**src/rtl/mips_pkg.sv**
```systemverilog
// rtl/mips_pkg.sv - shared MIPS pipeline constants and fetch buffer entry type
package mips_pkg;
    localparam int INST_W = 32;
    localparam logic [INST_W-1:0] NOP_INST = 32'h0000_0000;
    localparam logic [31:0] RESET_PC_DEFAULT = 32'h0000_3000;

    typedef struct packed {
        logic [31:0]       pc;
        logic [INST_W-1:0] inst;
    } fetch_entry_t;

    function automatic logic [31:0] word_align(input logic [31:0] addr);
        return {addr[31:2], 2'b00};
    endfunction
endpackage

```
**src/rtl/fetch_stage_if.sv**
```systemverilog
// rtl/fetch_stage_if.sv - instruction memory and decode-side signals of the fetch stage
interface fetch_stage_if;
    import mips_pkg::*;

    logic              o_imem_req;
    logic [31:0]       o_imem_addr;
    logic              i_imem_gnt;
    logic              i_imem_rvalid;
    logic [INST_W-1:0] i_imem_rdata;
    logic              i_pause;
    logic              i_redirect;
    logic [31:0]       i_redirect_pc;
    logic              o_valid;
    logic [31:0]       o_PC;
    logic [INST_W-1:0] o_inst;

    modport master (
        output o_imem_req, o_imem_addr, o_valid, o_PC, o_inst,
        input  i_imem_gnt, i_imem_rvalid, i_imem_rdata, i_pause, i_redirect, i_redirect_pc
    );

    modport slave (
        input  o_imem_req, o_imem_addr, o_valid, o_PC, o_inst,
        output i_imem_gnt, i_imem_rvalid, i_imem_rdata, i_pause, i_redirect, i_redirect_pc
    );
endinterface

```
**src/rtl/fetch_buffer.sv**
```systemverilog
// rtl/fetch_buffer.sv - synchronous {pc, inst} FIFO; flush overrides push and pop
module fetch_buffer
    import mips_pkg::*;
#(
    parameter  int DEPTH = 2,
    localparam int AW    = $clog2(DEPTH),
    localparam int CW    = AW + 1
) (
    input  logic          clk,
    input  logic          rstn,
    input  logic          push,
    input  logic          pop,
    input  logic          flush,
    input  fetch_entry_t  wdata,
    output logic [CW-1:0] count,
    output logic          full,
    output logic          empty,
    output fetch_entry_t  head
);
    fetch_entry_t    mem [DEPTH];
    logic [AW-1:0]   rd_ptr;
    logic [AW-1:0]   wr_ptr;
    logic            do_push;
    logic            do_pop;

    assign empty   = (count == '0);
    assign full    = (count == CW'(DEPTH));
    assign do_pop  = pop && !empty;
    // a full buffer still accepts a word when the head leaves in the same cycle
    assign do_push = push && (!full || do_pop);
    assign head    = mem[rd_ptr];

    always_ff @(posedge clk or negedge rstn) begin
        if (!rstn) begin
            rd_ptr <= '0;
            wr_ptr <= '0;
            count  <= '0;
        end else if (flush) begin
            rd_ptr <= '0;
            wr_ptr <= '0;
            count  <= '0;
        end else begin
            if (do_push) wr_ptr <= wr_ptr + AW'(1);
            if (do_pop)  rd_ptr <= rd_ptr + AW'(1);
            count <= count + CW'(do_push) - CW'(do_pop);
        end
    end

    always_ff @(posedge clk) begin
        if (do_push && !flush) mem[wr_ptr] <= wdata;
    end
endmodule

```
**src/rtl/fetch_stage.sv**
```systemverilog
// rtl/fetch_stage.sv - MIPS instruction fetch: credit-limited imem reads, buffered {PC, inst} to decode
module fetch_stage
    import mips_pkg::*;
#(
    parameter logic [31:0] RESET_PC  = RESET_PC_DEFAULT,
    parameter int          BUF_DEPTH = 2
) (
    input  logic         clk,
    input  logic         rstn,
    fetch_stage_if.master bus
);
    localparam int CW = $clog2(BUF_DEPTH) + 1;
    localparam int SW = CW + 1;

    logic [31:0]   fetch_pc;
    logic [31:0]   rsp_pc;
    logic [CW-1:0] inflight;
    logic [CW-1:0] inflight_next;
    logic [CW-1:0] drop;
    logic [CW-1:0] fifo_count;
    logic [SW-1:0] credit_used;
    logic          fifo_full;
    logic          fifo_empty;
    logic          accept;
    logic          pop;
    logic          push;
    fetch_entry_t  head;

    assign pop = !fifo_empty && !bus.i_pause;

    // the slot freed by this cycle's pop is reusable at once, giving 1 inst/cycle with 2 entries
    assign credit_used = SW'(inflight) + SW'(fifo_count) - SW'(pop);

    assign bus.o_imem_req  = rstn && !bus.i_redirect && (!fifo_full || pop)
                           && (credit_used < SW'(BUF_DEPTH));
    assign bus.o_imem_addr = fetch_pc;

    assign accept        = bus.o_imem_req && bus.i_imem_gnt;
    assign inflight_next = inflight + CW'(accept) - CW'(bus.i_imem_rvalid);
    assign push          = bus.i_imem_rvalid && (drop == '0) && !bus.i_redirect;

    always_ff @(posedge clk or negedge rstn) begin
        if (!rstn) begin
            fetch_pc <= RESET_PC;
            rsp_pc   <= RESET_PC;
            inflight <= '0;
            drop     <= '0;
        end else begin
            inflight <= inflight_next;
            if (bus.i_redirect) begin
                // everything still outstanding after this edge belongs to the old path
                fetch_pc <= word_align(bus.i_redirect_pc);
                rsp_pc   <= word_align(bus.i_redirect_pc);
                drop     <= inflight_next;
            end else begin
                if (accept) fetch_pc <= fetch_pc + 32'd4;
                if (bus.i_imem_rvalid) begin
                    if (drop != '0) drop   <= drop - CW'(1);
                    else            rsp_pc <= rsp_pc + 32'd4;
                end
            end
        end
    end

    fetch_buffer #(.DEPTH(BUF_DEPTH)) u_buffer (
        .clk   (clk),
        .rstn  (rstn),
        .push  (push),
        .pop   (pop),
        .flush (bus.i_redirect),
        .wdata ('{pc: rsp_pc, inst: bus.i_imem_rdata}),
        .count (fifo_count),
        .full  (fifo_full),
        .empty (fifo_empty),
        .head  (head)
    );

    assign bus.o_valid = !fifo_empty;
    assign bus.o_PC    = fifo_empty ? 32'h0 : head.pc;
    assign bus.o_inst  = fifo_empty ? NOP_INST : head.inst;

    a_rvalid_needs_request: assert property (
        @(posedge clk) disable iff (!rstn) bus.i_imem_rvalid |-> (inflight != '0)
    );
endmodule
```
**src/flat_wrapper.sv**
```systemverilog
// flat-port wrapper written by rule: the top's interface ports become plain ports
module fetch_stage_flat import mips_pkg::*;
#(
    parameter logic [31:0] RESET_PC  = RESET_PC_DEFAULT,
    parameter int          BUF_DEPTH = 2
)
  (clk, rstn, bus_o_imem_req, bus_o_imem_addr, bus_o_valid, bus_o_PC, bus_o_inst, bus_i_imem_gnt, bus_i_imem_rvalid, bus_i_imem_rdata, bus_i_pause, bus_i_redirect, bus_i_redirect_pc);
  fetch_stage_if bus_i ();
  input  logic clk;
  input  logic rstn;
  output wire logic [$bits(bus_i.o_imem_req)-1:0] bus_o_imem_req;
  output wire logic [$bits(bus_i.o_imem_addr)-1:0] bus_o_imem_addr;
  output wire logic [$bits(bus_i.o_valid)-1:0] bus_o_valid;
  output wire logic [$bits(bus_i.o_PC)-1:0] bus_o_PC;
  output wire logic [$bits(bus_i.o_inst)-1:0] bus_o_inst;
  input wire logic [$bits(bus_i.i_imem_gnt)-1:0] bus_i_imem_gnt;
  input wire logic [$bits(bus_i.i_imem_rvalid)-1:0] bus_i_imem_rvalid;
  input wire logic [$bits(bus_i.i_imem_rdata)-1:0] bus_i_imem_rdata;
  input wire logic [$bits(bus_i.i_pause)-1:0] bus_i_pause;
  input wire logic [$bits(bus_i.i_redirect)-1:0] bus_i_redirect;
  input wire logic [$bits(bus_i.i_redirect_pc)-1:0] bus_i_redirect_pc;
  assign bus_o_imem_req = bus_i.o_imem_req;
  assign bus_o_imem_addr = bus_i.o_imem_addr;
  assign bus_o_valid = bus_i.o_valid;
  assign bus_o_PC = bus_i.o_PC;
  assign bus_o_inst = bus_i.o_inst;
  assign bus_i.i_imem_gnt = bus_i_imem_gnt;
  assign bus_i.i_imem_rvalid = bus_i_imem_rvalid;
  assign bus_i.i_imem_rdata = bus_i_imem_rdata;
  assign bus_i.i_pause = bus_i_pause;
  assign bus_i.i_redirect = bus_i_redirect;
  assign bus_i.i_redirect_pc = bus_i_redirect_pc;
  fetch_stage #(.RESET_PC(RESET_PC), .BUF_DEPTH(BUF_DEPTH)) u_core (.clk(clk), .rstn(rstn), .bus(bus_i));
endmodule
```
**config.mk**
```make
export PLATFORM = sky130hd
export DESIGN_NAME = fetch_stage_flat
export DESIGN_NICKNAME = d
export VERILOG_FILES = /design/src/rtl/mips_pkg.sv /design/src/rtl/fetch_stage_if.sv /design/src/rtl/fetch_buffer.sv /design/src/rtl/fetch_stage.sv /design/src/flat_wrapper.sv
export SDC_FILE = /design/constraint.sdc
export NUM_CORES = 1
export LEC_CHECK = 0
export BUFFER_PORTS_ARGS = -buffer_cell sky130_fd_sc_hd__buf_2
export CAP_MARGIN = 20
export CELL_PAD_IN_SITES_DETAIL_PLACEMENT = 0
export CELL_PAD_IN_SITES_GLOBAL_PLACEMENT = 2
export CORE_MARGIN = 2
export CORE_UTILIZATION = 37
export CTS_BUF_LIST = sky130_fd_sc_hd__clkbuf_8 sky130_fd_sc_hd__clkbuf_16
export DETAILED_ROUTE_END_ITERATION = 16
export PLACE_DENSITY_LB_ADDON = 0.08
export SYNTH_ARGS = -nofsm -noshare
export SYNTH_HDL_FRONTEND = slang
export SYNTH_SLANG_ARGS = --single-unit
```
**constraint.sdc**
```tcl
create_clock -name clk -period 5.45 [get_ports clk]
set_input_delay 0.545 -clock clk [delete_from_list [all_inputs] [get_ports clk]]
set_output_delay 0.545 -clock clk [all_outputs]
set_load 0.05 [all_outputs]
```
==> results.md <==
- The die footprint is around 24000 um2.
- After synthesis, the share of cell area in mux cells is 8.60%.
- The normalized max-slew margin is around two fifths.
- Setup slack on the worst reg-to-reg path comes out at 2060 ps.
- The share of flip-flops with an asynchronous set or reset is 35.4%.
- For met3 alone, demand over resource in global routing was about 3.6%.
- The tool flagged a number of max-cap violations equal to 0.
- The die is 156 um wide.
- The run finished with clean final reports.
- The floorplan has 55 rows.
- The initial standard-cell utilization of the core is a little under two fifths.
- From bottom edge to top edge, the die measures 156 um.
- The via count of the first global-routing pass was between 5k and 6k.
- The wire length of the first global-routing pass is roughly 32000 um.
- The synthesis-to-finish area growth is 20.5%.
- In the final timing run, aggregate negative setup slack is 0 ps.
- The footprint of the multi-input gates is ~2900 um2.
- The root buffer cell is clkbuf_16.
- The finished layout holds roughly 1.1k standard cells, fillers aside.
- The critical path goes through nor2_4 > nor2_1 > ha_1 > nand2b_1 > fa_1 > and3_1 > nand4_1 > buf_4 > inv_2 > nand4_1 > o311ai_0.
- The worst register-to-register path begins at u_core.u_buffer.count[0].
- The mapped netlist covers 8520 um2.
- The cts-stage hold buffer count is 0.
- Global routing used between 10% and 20% of the available tracks across all layers.
- The count of yosys warnings during synthesis is 0.
- The maximum VDD drop is around 0.38 mV.
- The CTS tree is yes.
- For this run, the slowest stage of the critical path takes approximately 500 ps.
- The classification of the worst setup path is flop to flop.
- Summed over all layers, the routed wires come to approximately 20000 um.
- The largest family of logic cells by synthesized area is simple AND/OR/NAND/NOR gates.
- The H-tree was split into 4 levels.
- The tightest min-delay check is of the input port to asynchronous set/reset pin type.
- Measured in cells, the most critical reg-to-reg path has a length of 11.
- Based on the critical path, the design can be clocked at up to approximately 300 MHz.
- The number of buffers and inverters on the critical path is 2.
- The highest net fanout along the worst path is 15.
- After filler insertion, the fill cell instance count of the layout stands at between 2k and 2.5k.
- The length of the first detailed-routing pass in iterations is 4.
- The longest clock path from root to sink contains 2 buffers.
- Final hold analysis gives a worst-case slack of approximately 150 ps.
- STA classifies the critical path startpoint as a flop.
- In this run, the number of DRC markers left after iteration 0 of detailed routing was 291.
- The number of placed instances, taps included, is around 1.1k.
- For this design the ratio of total power to cell area is slightly above 500 nW/um2.
- The xor/xnor share of the synthesized area is 4.73%.
- For the final database, setup skew stands at around 17 ps.
- The clock-pin slew reported for the worst setup and hold paths after clock tree synthesis is 80 ps.
- Sequential elements use between 60% and 70% of the synthesized area.
- The synthesized netlist devotes a little over an eighth of its cell area to simple gates.
- The post-synthesis register bit count is 192.
- The leakage component of the power is roughly 4 nW.
- The final critical path takes up between 60 and 70% of the cycle.
- In the synthesized netlist the dominant register cell turns out to be edfxtp_1.
- The transition time at the pin with the least slew margin is ~870 ps.
- The congestion estimate from routability-driven global placement came to a little under 0.8.
- The detailed-route wire length per cell is roughly 18 um.
- The buffer count from post-CTS setup fixing is 0.
- The critical path's top delay family is simple AND/OR/NAND/NOR gates.
- The wire-length estimate of the detail-placed layout is 13600 um.
- The most repeated library cell on the critical path is nand4_1.
- The number of top-level design ports is between 150 and 200.
- The slowest library cell on the worst path is fa_1.
- The total power is about 5.3 mW.
- The number of antenna violations at the first check in global routing came to 0.
- Data arrives at the worst endpoint at 3690 ps.
- In this run, synthesis inferred approximately 120 flip-flops with an integrated enable.
- For this run, design rule violations remaining after detail routing come to 0.
- Setup repair after global routing left no endpoint under its margin.
- The worst path needs ~3400 ps of the cycle, external delays included.
- The number of max-slew violations in the final report is 0.
- The post-route worst setup slack is 2060 ps.
- The repair_antennas step left the layout with diodes totalling 0.
- The sort of element at the end of the critical path is a flop.
- The number of buffers added by the clock tree synthesis step is 17.
- The detail route stage leaves a number of antenna-violating nets equal to 0.
- In this run the standard cell core region covers 22600 um2.
- Entering global routing, the biggest net connects 64 pins.
- The total overflow left after global routing is 0.
- Timing analysis after detailed placement gives a worst setup slack of 1910 ps.
- The number of setup violations in the final report is 0.
- The number of resized instances in the post-cts repair step is 0.
- The fraction of met2 tracks used by global routing is approximately a quarter.
- At the later pin of the worst-skew pair, clock insertion delay measures ~430 ps.
- Global routing used between 20% and 30% of the available met1 tracks.
- Summing all flip-flop and latch instances after layout gives 5430 um2.
- The number of different library cells in the post-synthesis netlist is between 40 and 50.
- The post-route netlist has 27.5% of its cells at a drive strength greater than 1.
- The number of hold violations in the final report is 0.
- In this run the critical register-to-register path is captured at u_core.bus.o_imem_addr[28].
- Dividing the detail-routed via count by the number of cells gives slightly above 5.
- For the worst setup path, the data required time is between 5000 and 6000 ps.
- The average instance in the mapped netlist occupies between 10 and 15 um2.
- The vias after detailed routing is between 5k and 6k.
- The adder and majority cell fraction of the synthesized area is under 10%.
- met2 is the most crowded layer.
- The complex-gate fraction of the synthesized area is 5.60%.
- The cell count after synthesis came out at roughly 670.
- The port buffer count is roughly 160.
- After the last flow step, the layout net total stands at 911.
- The CTS sink count is approximately 190.
## cell families (layout without fill, tap and decap cells)
kind of cell	after synthesis	count (layout)
and+or+nand+nor	224	224
DFF	192	192
AOI/OAI and AO/OA	76	76
muxes	72	72
buffers and inverters	48	220
xor gates and xnor gates	46	46
adders and majority gates	10	10
other	1	4
## synthesized netlist by cell type, drive strengths merged, types with 2 or more instances
master | count | area (um2)
mux2i | 63 | 631
nor4 | 2 | 18.8
xor2 | 26 | 228
xnor2 | 20 | 175
or4 | 4 | 30.0
edfxtp | 124 | 3720
nor2 | 84 | 323
and4 | 5 | 46.3
nand2 | 42 | 158
and2 | 4 | 25.0
o211ai | 13 | 97.6
nand2b | 5 | 31.3
clkbuf | 19 | 71.3
o21ai | 29 | 145
nand3b | 2 | 15.0
nor3 | 7 | 35.0
dfstp | 4 | 105
or2 | 2 | 12.5
inv | 16 | 60.1
o311ai | 11 | 96.3
mux2 | 9 | 101
dfrtp | 64 | 1600
nand3 | 29 | 158
buf | 13 | 71.3
a31oi | 3 | 18.8
a21oi | 13 | 65.1
a21boi | 5 | 37.5
ha | 9 | 113
nand4 | 27 | 199
and3 | 8 | 51.3
## registers in the layout (all words and copies together) (netlist names)
signal / flops
u_core.bus.o_imem_addr: 30
u_core.drop: 2
u_core.inflight: 2
u_core.rsp_pc: 30
u_core.u_buffer.count: 2
u_core.u_buffer.mem: 124
u_core.u_buffer.rd_ptr: 1
u_core.u_buffer.wr_ptr: 1
## stage by stage
| stage | cell area [um2] | utilization, % |
|---|---|---|
| floorplan | 8530 | - |
| global placement | 9650 | 42.6 |
| detailed placement | 9650 | 42.6 |
| CTS | 10200 | 45.2 |
| global route | 10300 | 45.3 |
| finish | 10300 | 45.3 |
## layout by cell type, fill, tap and decap left out, types with 17 or more instances in the layout
cell type and n:
o21ai_0 29, nor2_1 80, mux2i_1 63, nand3_1 28
nand2_1 42, dfrtp_1 63, xor2_1 26, clkbuf_16 17
nand4_1 25, buf_2 161, xnor2_1 20, edfxtp_1 124
## power by group
group          total, mW  switching (mW)  internal [mW]
Clock               1.25           0.597          0.656
Sequential          1.87           0.147           1.72
Combinational       2.16            1.62          0.538
Total               5.28            2.36           2.92
## layer usage
metal | wire [um] | vias up
met5 | 0 | -
met4 | 328 | 0
met3 | 1150 | 24
met2 | 9330 | 182
met1 | 9420 | 2840
li1 | - | 2768
## area by class of cell
class,count,share of cell area (%)
clock buffers,17,4.14
clock inverters,15,1.58
inverters,16,0.585
multi-input cells,432,28.4
flip-flops and latches,192,52.9
well taps,285,3.47
repair buffers,172,8.85
## worst max-delay path by stage
stage	cells past startpoint	startpoint	end	slack [ps]
global placement	12	bus_i_pause	u_core.bus.o_imem_addr[22]	1950
global route	12	u_core.u_buffer.count[0]	u_core.bus.o_imem_addr[24]	1870
floorplan	4	bus_i_redirect	u_core.u_buffer.mem[0][0]	1140
detailed placement	12	bus_i_pause	u_core.bus.o_imem_addr[24]	1910
finish	11	u_core.u_buffer.count[0]	u_core.bus.o_imem_addr[28]	2060
CTS	11	u_core.u_buffer.count[0]	u_core.bus.o_imem_addr[28]	2040
(Power assumes the default switching activity.)
